===== config.mk =====
export PLATFORM = sky130hd
export DESIGN_NAME = step_counter
export DESIGN_NICKNAME = d
export VERILOG_FILES = /design/src/rtl/step_counter.sv
export SDC_FILE = /design/constraint.sdc
export NUM_CORES = 1
export LEC_CHECK = 0
export CORE_MARGIN = 8
export CORE_UTILIZATION = 55
export DETAILED_ROUTE_END_ITERATION = 7
export DONT_BUFFER_PORTS = 1
export GPL_ROUTABILITY_DRIVEN = 0
export PLACE_DENSITY = 0.78
export SLEW_MARGIN = 30
export SYNTH_ARGS = -nofsm -noshare
export SYNTH_HDL_FRONTEND = slang
export SYNTH_SLANG_ARGS = --single-unit

===== constraint.sdc =====
create_clock -name clock -period 2.6 [get_ports clock]
set_input_delay 0.52 -clock clock [delete_from_list [all_inputs] [get_ports clock]]
set_output_delay 0.52 -clock clock [all_outputs]
set_load 0.01 [all_outputs]

===== src/rtl/step_counter.sv =====
// Run-gated step counter: up/down by a runtime step within 0..limit,
// wrapping or saturating at the boundary, with load, tc pulse and sticky ovf.
module step_counter #(
  parameter int WIDTH = 4
) (
  input  logic             clock,
  input  logic             reset,
  input  logic             run,
  input  logic             up,
  input  logic             sat,
  input  logic [WIDTH-1:0] step,
  input  logic [WIDTH-1:0] limit,
  input  logic             load,
  input  logic [WIDTH-1:0] load_value,
  input  logic             clr,
  output logic [WIDTH-1:0] state,
  output logic             tc,
  output logic             ovf
);

  logic [WIDTH:0]   sum;
  logic             over;
  logic [WIDTH-1:0] nxt;
  logic             evt;
  logic             hit;

  assign sum  = {1'b0, state} + {1'b0, step};
  assign over = state > limit;
  assign hit  = run & ~load & evt;

  always_comb begin
    nxt = state;
    evt = 1'b0;
    if (up) begin
      // a state loaded above limit is a boundary event even with step = 0
      if (over || sum > {1'b0, limit}) begin
        evt = 1'b1;
        nxt = sat ? limit : '0;
      end else begin
        nxt = sum[WIDTH-1:0];
      end
    end else begin
      if (over) begin
        evt = 1'b1;
        nxt = limit;
      end else if (state >= step) begin
        nxt = state - step;
      end else begin
        evt = 1'b1;
        nxt = sat ? '0 : limit;
      end
    end
  end

  always_ff @(posedge clock or negedge reset) begin
    if (!reset) begin
      state <= '0;
      tc    <= 1'b0;
      ovf   <= 1'b0;
    end else begin
      if (load) begin
        state <= load_value;
        tc    <= 1'b0;
      end else if (run) begin
        state <= nxt;
        tc    <= evt;
      end else begin
        tc    <= 1'b0;
      end
      ovf <= hit | (ovf & ~clr);
    end
  end

endmodule


* Yosys cells after proc, flatten, opt, wreduce, memory -nomap -nowiden
Index checks and enable logic that the tools add are counted.
** Word-level totals
- Flip-flop bits (word level) :: 6
- Bits in latches :: 0
- Memory bits (writable) :: 0
- Memory bits (read-only) :: 0
- Output and inout port bits :: 6
- Logic and storage cells :: 30
- Memories kept :: 0
** Cells by class
- $add $sub $neg :: 2
- $mul :: 0
- Div/mod/pow operators :: 0
- $lt $le $gt $ge :: 3
- Equality and inequality tests :: 0
- Shift operators :: 0
- Multiplexer cells :: 14
- Bitwise logic cells :: 6
- Reductions and logical operators :: 2
** Operator list (number)
- 2-to-1 mux 4 bit :: 8
- 2-to-1 mux 1 bit :: 6
- adder 4 x 4 -> 5 bit :: 1
- greater-than comparator 5 x 4 -> 1 bit :: 1
- greater-or-equal comparator 4 bit :: 1
- greater-than comparator 4 bit :: 1
- subtractor 4 bit :: 1
- bitwise AND 1 bit :: 3
- NOT 1 bit :: 2
- nonzero test 2 bit :: 1
- logical OR 1 bit :: 1
- bitwise OR 1 bit :: 1

* Depth between registers and ports, before layout
- Depth after elaboration :: 7
- Mapped depth :: 13

* Worst setup path after synthesis
No wires, ideal clock.
- Path kind :: input to register
- Start point :: input port step[0]
- End point :: register state[0]
- Library setup time :: 0.150 ns
- Arrival :: 2.777 ns
- Data required time :: 2.450 ns
- Slack :: -0.327 ns
- Stages :: 10
- Path buffers :: 0
- Path through :: ha_1 -> fa_1 -> xnor2_1 -> ha_1 -> and3_1 -> a221oi_2 -> a21oi_2 -> o211a_1 -> a2111oi_4 -> a2111oi_2
** On the way
- Word-level cells in the longest chain between the ends :: 7
** RTL lines
- start, declared :: line 11 : input logic [WIDTH-1:0] step,
- adder 4 x 4 -> 5 bit :: line 27 : assign sum = {1'b0, state} + {1'b0, step};
- greater-than comparator 5 x 4 -> 1 bit :: line 36 : if (over || sum > {1'b0, limit}) begin
- logical OR 1 bit :: line 36
- 2-to-1 mux 4 bit :: line 36
- 2-to-1 mux 4 bit * :: line 34 : if (up) begin
- 2-to-1 mux 4 bit * :: line 64 : end else if (run) begin
- 2-to-1 mux 4 bit * :: line 61 : if (load) begin
- end signal, assigned :: line 62 : state <= load_value;
- end signal, assigned :: line 65 : state <= nxt;
- end, declared :: line 16 : output logic [WIDTH-1:0] state,
Mark *: on every way between the ends. The rest lies on a longest branch, timed or not. The select of a mux whose other input is x is not followed.
A chain may end at the register's enable or synchronous reset.

* Worst setup path after layout
- Start point :: register state[1]
- End point :: register state[1]
** On the way
- Word-level cells in the longest chain between the ends :: 7
** RTL lines (line)
- adder 4 x 4 -> 5 bit :: 27
- greater-than comparator 5 x 4 -> 1 bit :: 36
- logical OR 1 bit :: 36
- 2-to-1 mux 4 bit :: 36
- 2-to-1 mux 4 bit * :: 34
- 2-to-1 mux 4 bit * :: 64
- 2-to-1 mux 4 bit * :: 61
Marks and branches as above.

==> results.ini <==
[status]
run_status = complete, but fails checks
violations = negative setup slack

[sta]
period_needed_ns = 2.65
rsz0062_at_grt = true
period_share_pct = 102
fmax_mhz = 377
slew_violations = 0
finalHoldViolations = 0
fin_ws_ns = -0.0498
setup_viol = 4
tightest_slew_ns = 0.544
clock_skew_ns = 0.00461
max-slew-margin-rel_pct = 63.1

[global_routing]
grt_max_degree = 12
antenna_found_initial = 0
grt_pass1_vias = 923
grt-ovfl-total = 0
grt.total_usage_pct = 16.3
grt_pass1_wl_mm = 4.25

[logic_synthesis]
synth-simple-area-share_pct = 13.3
ys_seq_area_share_pct = 15.8
synth_compound_area_share_pct = 34.3
yosysTopAreaCell = ha_1
synth_warnings = 0
syn_avg_cell_area_um2 = 8.64
synth_fp_nets = 147
synth_top_family_by_area = compound AO/OA/AOI/OAI gates
ys_types = 42
netlist.area_leader.share_pct = 21.1
synth-adder-area-share_pct = 25.3
synth_edf_count = 0
synthCells = 110
synth_xor_area_share_pct = 2.76
synth.area.top_cells = ha_1 (21%), dfrtp_1 (16%), inv_1 (6.3%)
syn_area_um2 = 951
yosys_most_used_dff = dfrtp_1
synth_seq_cells = 6
synth-async-reset-ratio_pct = 100
synth.area.mux_share_pct = 1.05

[worst_setup_path]
critPathArrivalTime_ns = 2.79
crit_required_ns = 2.74
crit_type = register to register
critPathLaunchType = register
end_kind = register
crit_fanout = 3

[route]
routed_wirelength_mm = 2.59
drt_iter0_markers = 25
antenna_left = 0
avgRoutedWirePerCell_um = 17.7
dr.pass1.iters = 4
remaining_drc_errors = 0
vias_per_cell = 6.05
vias = 884

[die]
die_x_um = 57.6
initial_core_util_pct = 56.9
io_pins = 25
rows = 15
core_area_um2 = 1670
die_y_um = 57.6
die-area_um2 = 3320

[hold_path]
hold_class = input pin to register

[place]
port_buffers = 0
dp.cells = 139
hpwl_mm = 2.20
place_area_um2 = 1100

[clock_network]
path_clk_slew_ns = 0.05
clkLatencyLatePin_ns = 0.24
clkSinkCount = 6
cts_tree = built
cts_made_buffers = 3
cts-root-buf = clkbuf_4
htree_levels = 1
clockBufferDepth = 2

[final_layout]
drive_above_1_share_pct = 31.0
diodes = 0
stdcell_count = 146
final_cell_mix = buf_4 (16), inv_1 (15), ha_1 (12)
layout_commonest_cell = buf_4
final_area_um2 = 1210
nets = 168
syn_to_final_growth_pct = 27.2

[power_and_ir_drop]
vdd_ir_drop_max_uv = 437
power_density_nw_per_um2 = 707
leakagePower_nw = 0.570

[flow_run]
cap_violations = 0

## worst max-delay path, cell delays in order, from the launching register on
cell	delay [ns]
dfrtp_1	0.43
ha_4	0.29
inv_2	0.03
a21oi_2	0.10
o21bai_1	0.08
xnor2_1	0.23
ha_1	0.30
and3_4	0.17
a221oi_4	0.29
a21oi_4	0.07
nor2_4	0.18
mux2i_1	0.10
a211oi_1	0.26
## flip-flops by register name (all words and copies together), names as in the netlist
register	cells
state	4
ovf	1
tc	1
## metrics by stage
stage | setup TNS (ns) | hold WS, ns | utilization (%) | setup WS, ns | total power, mW
after floorplan | -0.179 | 0.224 | - | -0.146 | 0.488
after global placement | -0.705 | 0.225 | 65.8 | -0.197 | 0.651
after detailed placement | -0.927 | 0.225 | 65.8 | -0.238 | 0.673
after CTS | -0.132 | 0.355 | 70.9 | -0.0418 | 0.816
after global routing | -0.767 | 0.351 | 72.4 | -0.178 | 0.928
final | -0.158 | 0.359 | 72.4 | -0.0498 | 0.856
## layout make-up
type                       count  area (µm²)
multi-input combinational     85         811
clock buffer                   3        22.5
fill                         128         460
inverter                      17        63.8
sequential                     6         150
timing repair buffer          18         141
tap                           17        21.3
## cell families (layout without fill, tap and decap cells)
logic type / after synthesis / after routing
AND/OR/NAND/NOR: 26 / 26
multiplexers: 1 / 1
XOR/XNOR: 3 / 3
buffers and inverters: 19 / 38
flip-flops: 6 / 6
adder cells (fa/ha/maj): 18 / 18
AO/OA/AOI/OAI: 37 / 37
## synthesized netlist by cell type (3+ instances only)
master / n
nand2_1: 9
ha_1: 16
nor2_1: 7
o31ai_1: 3
a21oi_1: 3
a31oi_1: 3
inv_1: 16
dfrtp_1: 6
o21ai_0: 5
nor3_1: 3
## where the power goes
| part | leakage [nW] | switching (mW) | total [mW] | internal [mW] |
|---|---|---|---|---|
| Clock | 0.0138 | 0.0324 | 0.0845 | 0.0521 |
| Combinational | 0.482 | 0.325 | 0.640 | 0.315 |
| Sequential | 0.0744 | 0.0202 | 0.131 | 0.111 |
| Total | 0.570 | 0.377 | 0.856 | 0.478 |
## timing repair
| item | CTS | global route |
|---|---|---|
| hold buffers | 1 | 0 |
| endpoints found under the setup margin | 5 | 6 |
| pin swaps | 8 | 4 |
| buffers inserted | 2 | 1 |
| gates resized for setup | 10 | 2 |
| endpoints found under the hold margin | 6 | 0 |
## worst paths after layout
path,cells after the start,slack [ns],from,to
max,12,-0.05,state[1],state[1]
min,1,0.36,load,state[0]
max reg2reg,12,-0.05,state[1],state[1]
min reg2reg,1,0.58,ovf,ovf
max in group asynchronous,1,1.79,reset,state[1]
min in group asynchronous,1,0.59,reset,tc
## per-layer routing
metal  vias to the layer above  part of all wire (%)  track usage, %
li1                        444                     -               -
met1                       417                    40            18.5
met2                        23                    53            29.7
met3                         0                   6.4            4.48
met4                         0                     0            2.14
met5                         -                     0               0
No activity file was read; power rests on OpenSTA's default activity.
==> RTL edit 1 (config.mk and constraints unchanged) <==
Change the parameter `WIDTH` from 4 to 6.
--- a/src/rtl/step_counter.sv
+++ b/src/rtl/step_counter.sv
@@ -1,7 +1,7 @@
 // Run-gated step counter: up/down by a runtime step within 0..limit,
 // wrapping or saturating at the boundary, with load, tc pulse and sticky ovf.
 module step_counter #(
-  parameter int WIDTH = 4
+  parameter int WIDTH = 6
 ) (
   input  logic             clock,
   input  logic             reset,
Ports: changed (resized limit, load_value, state and step); port bits go from 25 to 33. The function was not compared with the original's and may differ.
==> RTL edit 1 against the unedited design <==
First-iteration DRC count rose to 5.0 times the old value. Final area up 60%. The flow still finishes with violations (setup timing). Synthesized area up 57%. Wire length up 92%. Worst setup slack worse by 0.26 ns. Power up 55%. Sequential cell count up 2. Highest routed layer is now met4.
==> RTL edit 1: results (changes against the unedited design) <==
[run_status]
status=complete, but fails checks
violations=setup timing

[detailed_routing]
drt_first_pass_iters=5  ; +1
drt_first_iter_violations=125  ; +400%
routed_wl_um=4960  ; +92%
wl_per_cell_um=20.0  ; +13%
via_count=1634  ; +85%

[clock_tree]
clk_latency_ns=0.28  ; +0.04 ns

[grt]
grt_pass1_wl_um=8060  ; +90%
grt_pass1_vias=1645  ; +78%
grt_max_degree=15  ; +3

[worst_setup_path]
path_max_fanout=6  ; +3
r2r-end=state[5]$_DFFE_PN0P_
cp.arrival_ns=3.07  ; +0.28 ns

[final_layout]
num-nets-final=270  ; +61%
drive_above_1_share=0.313  ; +0.00329
top_regs=state: 6 flops, ovf: 1 flops, tc: 1 flops

[timing]
fin_tns_setup_ns=-1.80  ; -1.64 ns
fin_skew_ns=0.00347  ; -0.00114 ns
worst_pin_slew_ns=0.646  ; +0.101 ns
setup_viol=8  ; +4
finalWorstSetupSlack_ns=-0.309  ; -0.259 ns

[logic_synthesis]
syn_nets=234  ; +59%
ys_seq_area_frac=0.134  ; -0.0236
synthTopCellsByCount=ha_1 (24), inv_1 (19), nor2_1 (11)
synth.area.top_cells=ha_1 (20%), dfrtp_1 (13%), inv_1 (4.8%), nor3_1 (3.0%), nor2_1 (2.8%)
synth_cell_type_count=54  ; +29%

[hold_path]
min_path_cells=2  ; +1
worstHoldStart=limit[5]

[placed_design]
dp_cells=237  ; +71%

[power]
vdd_drop_max_mv=0.468  ; +7.1%
p_leak_nw=0.913  ; +60%

[RTL edit 1: cell types whose count changed after synthesis, sizes merged, moves of 3 or more]
cell | unedited run | this run
a21oi | 4 | 9
a22oi | 1 | 4
buf | 0 | 3
ha | 16 | 24
nand2 | 9 | 5
nand2b | 1 | 5
nand3 | 0 | 8
nand4 | 0 | 5
nor2 | 8 | 11
nor3 | 3 | 10
or3 | 0 | 5
[RTL edit 1: layer usage]
metal  vias up  part of all wire  track usage
met1       791              0.40        0.284
met2        72              0.50        0.396
met5         -                 0            0
li1        760                 -            -
met3        11             0.085       0.0376
met4         0             0.017       0.0588
[RTL edit 1: cells by family after synthesis]
logic type      synth area share
buf+inv                   0.0688
flops                      0.134
compound gates             0.310
simple gates               0.222
xor+xnor                  0.0235
mux                       0.0134
fa+ha+maj                  0.228
[RTL edit 1: worst max path at each step]
stage / end / slack, ns / cells past startpoint
finish: state[5]$_DFFE_PN0P_ / -0.31 / 12
global route: state[3]$_DFFE_PN0P_ / -0.42 / 13
CTS: state[1]$_DFFE_PN0P_ / -0.29 / 12
detailed placement: state[5]$_DFFE_PN0P_ / -0.43 / 13
global placement: state[4]$_DFFE_PN0P_ / -0.35 / 12
floorplan: state[4]$_DFFE_PN0P_ / -0.22 / 12
[RTL edit 1: critical path: stages (launching register included)]
cell,delay [ns]
dfrtp_1,0.39
buf_6,0.15
fa_2,0.42
nand2b_4,0.10
a2bb2oi_4,0.07
xnor2_2,0.15
ha_1,0.33
a21o_1,0.17
a21o_1,0.20
o21a_1,0.22
nor3_4,0.27
mux2i_1,0.22
nand4_1,0.10
[RTL edit 1: final cells by class]
cell class | count | area, um2
Clock buffer | 3 | 22.5
Fill cell | 210 | 727
Inverter | 19 | 71.3
Multi-Input combinational cell | 150 | 1320
Timing Repair Buffer | 37 | 284
Sequential cell | 8 | 200
Tap cell | 31 | 38.8
[RTL edit 1: timing repair]
action	in CTS	in global routing
pin swaps	12	16
hold buffers	1	0
endpoints found under the setup margin	8	8
setup buffers	4	4
endpoints found under the hold margin	8	0
gates resized for setup	8	9
[RTL edit 1: through the flow]
stage                     total power, mW   util  worst slack [ns]  hold WS, ns  cell area [um2]
after floorplan                     0.781      -            -0.224        0.224             1560
after global placement               1.05  0.666            -0.349        0.225             1770
after detailed placement             1.07  0.666            -0.428        0.225             1770
after CTS                            1.24  0.699            -0.288        0.408             1860
after global routing                 1.42  0.727            -0.421        0.412             1940
final                                1.33  0.727            -0.309        0.408             1940
[RTL edit 1: where the power goes]
| part | switching [mW] | internal [mW] |
|---|---|---|
| sequential | 0.0238 | 0.149 |
| combinational | 0.528 | 0.513 |
| clock | 0.0587 | 0.0539 |
==> RTL edit 2 (same flow settings) <==
Made on the original files. Reset style: synchronous (`reset`), changed in one clocked block.
--- a/src/rtl/step_counter.sv
+++ b/src/rtl/step_counter.sv
@@ -52,7 +52,7 @@
     end
   end
 
-  always_ff @(posedge clock or negedge reset) begin
+  always_ff @(posedge clock) begin
     if (!reset) begin
       state <= '0;
       tc    <= 1'b0;
Formal check against the unedited RTL: differs if reset is asserted again (counterexample within 4 cycles, from zero or initial values and one cycle with reset low); with reset held inactive, the same outputs for 10 cycles.
==> RTL edit 2 against the unedited design <==
Final cell count is 6.8% lower. Sequential cell count unchanged. Critical path type unchanged. Worst setup slack improved by 0.068 ns. Count of clock-buffer cells in the layout unchanged. Non-clock buffer count is 5 lower. Wire length rose by 0.27%. Core utilization fell by 6.0 points. Final area fell by 8.3%. Critical path depth shrank 3. Power down 39%. Synthesized area down 1.1%.
==> RTL edit 2: results (changes against the unedited design) <==
[worst_setup_path]
cp_slowest_cell=fa_1
critPathLaunch=state[0]$_SDFFE_PN0P_
path_max_fanout=5  ; +2
cp.arrival_ns=2.71  ; -0.08 ns
critPathMaxStageDelay_ns=0.46  ; +0.03 ns
endpoint=ovf$_SDFF_PN0_
reg2regPathDepth=9  ; -3

[clock_tree]
hold_buffers=0  ; -1
cts_resized=0  ; -10
cts_buffer_depth=2  ; unchanged
clkTransAtPathRegs_ns=0.04
cts_setup_buffers=0  ; -2

[power]
netSwitchingFraction=0.407  ; -0.0339
seq-power_uw=111  ; -15%
power.density_nw_per_um2=468  ; -34%
vdd_drop_max_mv=0.447  ; +2.3%
clkPwrFrac=0.163  ; +0.064
p_leak_nw=0.516  ; -9.6%

[die]
die_w_um=57.4  ; -0.38%

[timing]
fin_skew_ns=0.00611  ; +0.00149 ns
slew_headroom=0.717  ; +0.0858
whs_ns=0.429  ; +0.0704 ns
finalWorstSetupSlack_ns=0.0177  ; +0.0676 ns

[logic_synthesis]
synthTopCellsByCount=ha_1 (16), inv_1 (14), a21oi_1 (8)
ys_seq_area_frac=0.128  ; -0.0302
synth_cell_type_count=41  ; -2.4%
async_reset_ff_frac=0  ; -1.00
synth.area.top_cells=ha_1 (21%), dfxtp_1 (13%), inv_1 (5.6%), a21oi_1 (4.3%), fa_1 (4.3%)
syn_nets=143  ; -2.7%
synthesis.instances=106  ; -3.6%
synth-main-ff-cell=dfxtp_1

[final_layout]
drive_above_1_share=0.269  ; -0.0412
n_antenna_cell=0  ; unchanged
num-nets-final=158  ; -6.0%

[grt]
grtUsageTotal=0.153  ; -0.00991
antenna_found_initial=0  ; unchanged
use_met1=0.164  ; -0.0215
grt_pass1_vias=915  ; -0.87%
grt_pass1_wl_um=4060  ; -4.4%
grtUsageMet2=0.254  ; -0.0434
grt_max_degree=10  ; -2
grtUsageMet3=0.0695  ; +0.0247

[detailed_routing]
drt_first_iter_violations=21  ; -16%
routed_wl_um=2600  ; +0.27%
via_count=876  ; -0.90%
vias_per_cell=6.44  ; +6.4%

[placed_design]
dpl-instance-area_um2=1030  ; -6.5%
pre_cts_ws_ns=-0.183  ; +0.0547 ns
place_hpwl_um=2110  ; -4.4%
dp_cells=132  ; -5.0%

[run_status]
status=finished, final reports clean

[hold_path]
worstHoldStart=reset
min_to=ovf$_SDFF_PN0_
min_path_cells=1  ; unchanged

[RTL edit 2: changes by cell type after synthesis, moves of 3 or more]
cell,delta
a21oi_1,+5
a31oi_1,-3
dfrtp_1,-6
dfxtp_1,+6
nand2_1,-6
nor2_1,-3
nor3b_1,+3
o211a_1,+3
o21ai_0,-5
o21ai_1,+3
[RTL edit 2: cell families after synthesis]
group                    count (synthesis)  share of synthesized area
adder cells (fa/ha/maj)                 18                      0.255
AND/OR/NAND/NOR                         20                      0.125
buffers and inverters                   17                     0.0811
AO/OA/AOI/OAI                           41                      0.374
XOR/XNOR                                 4                     0.0372
flip-flops                               6                      0.128
[RTL edit 2: layout make-up]
class	instances	area (um2)
clock buffer	3	22.5
fill	128	561
inverter	14	52.6
multi-input combinational	83	793
sequential	6	123
tap	17	21.3
timing repair buffer	13	97.6
[RTL edit 2: routing by layer]
layer,part of all wire,vias to the layer above
met1,0.39,410
met2,0.49,39
met4,0.017,0
met5,0,-
li1,-,423
met3,0.099,4
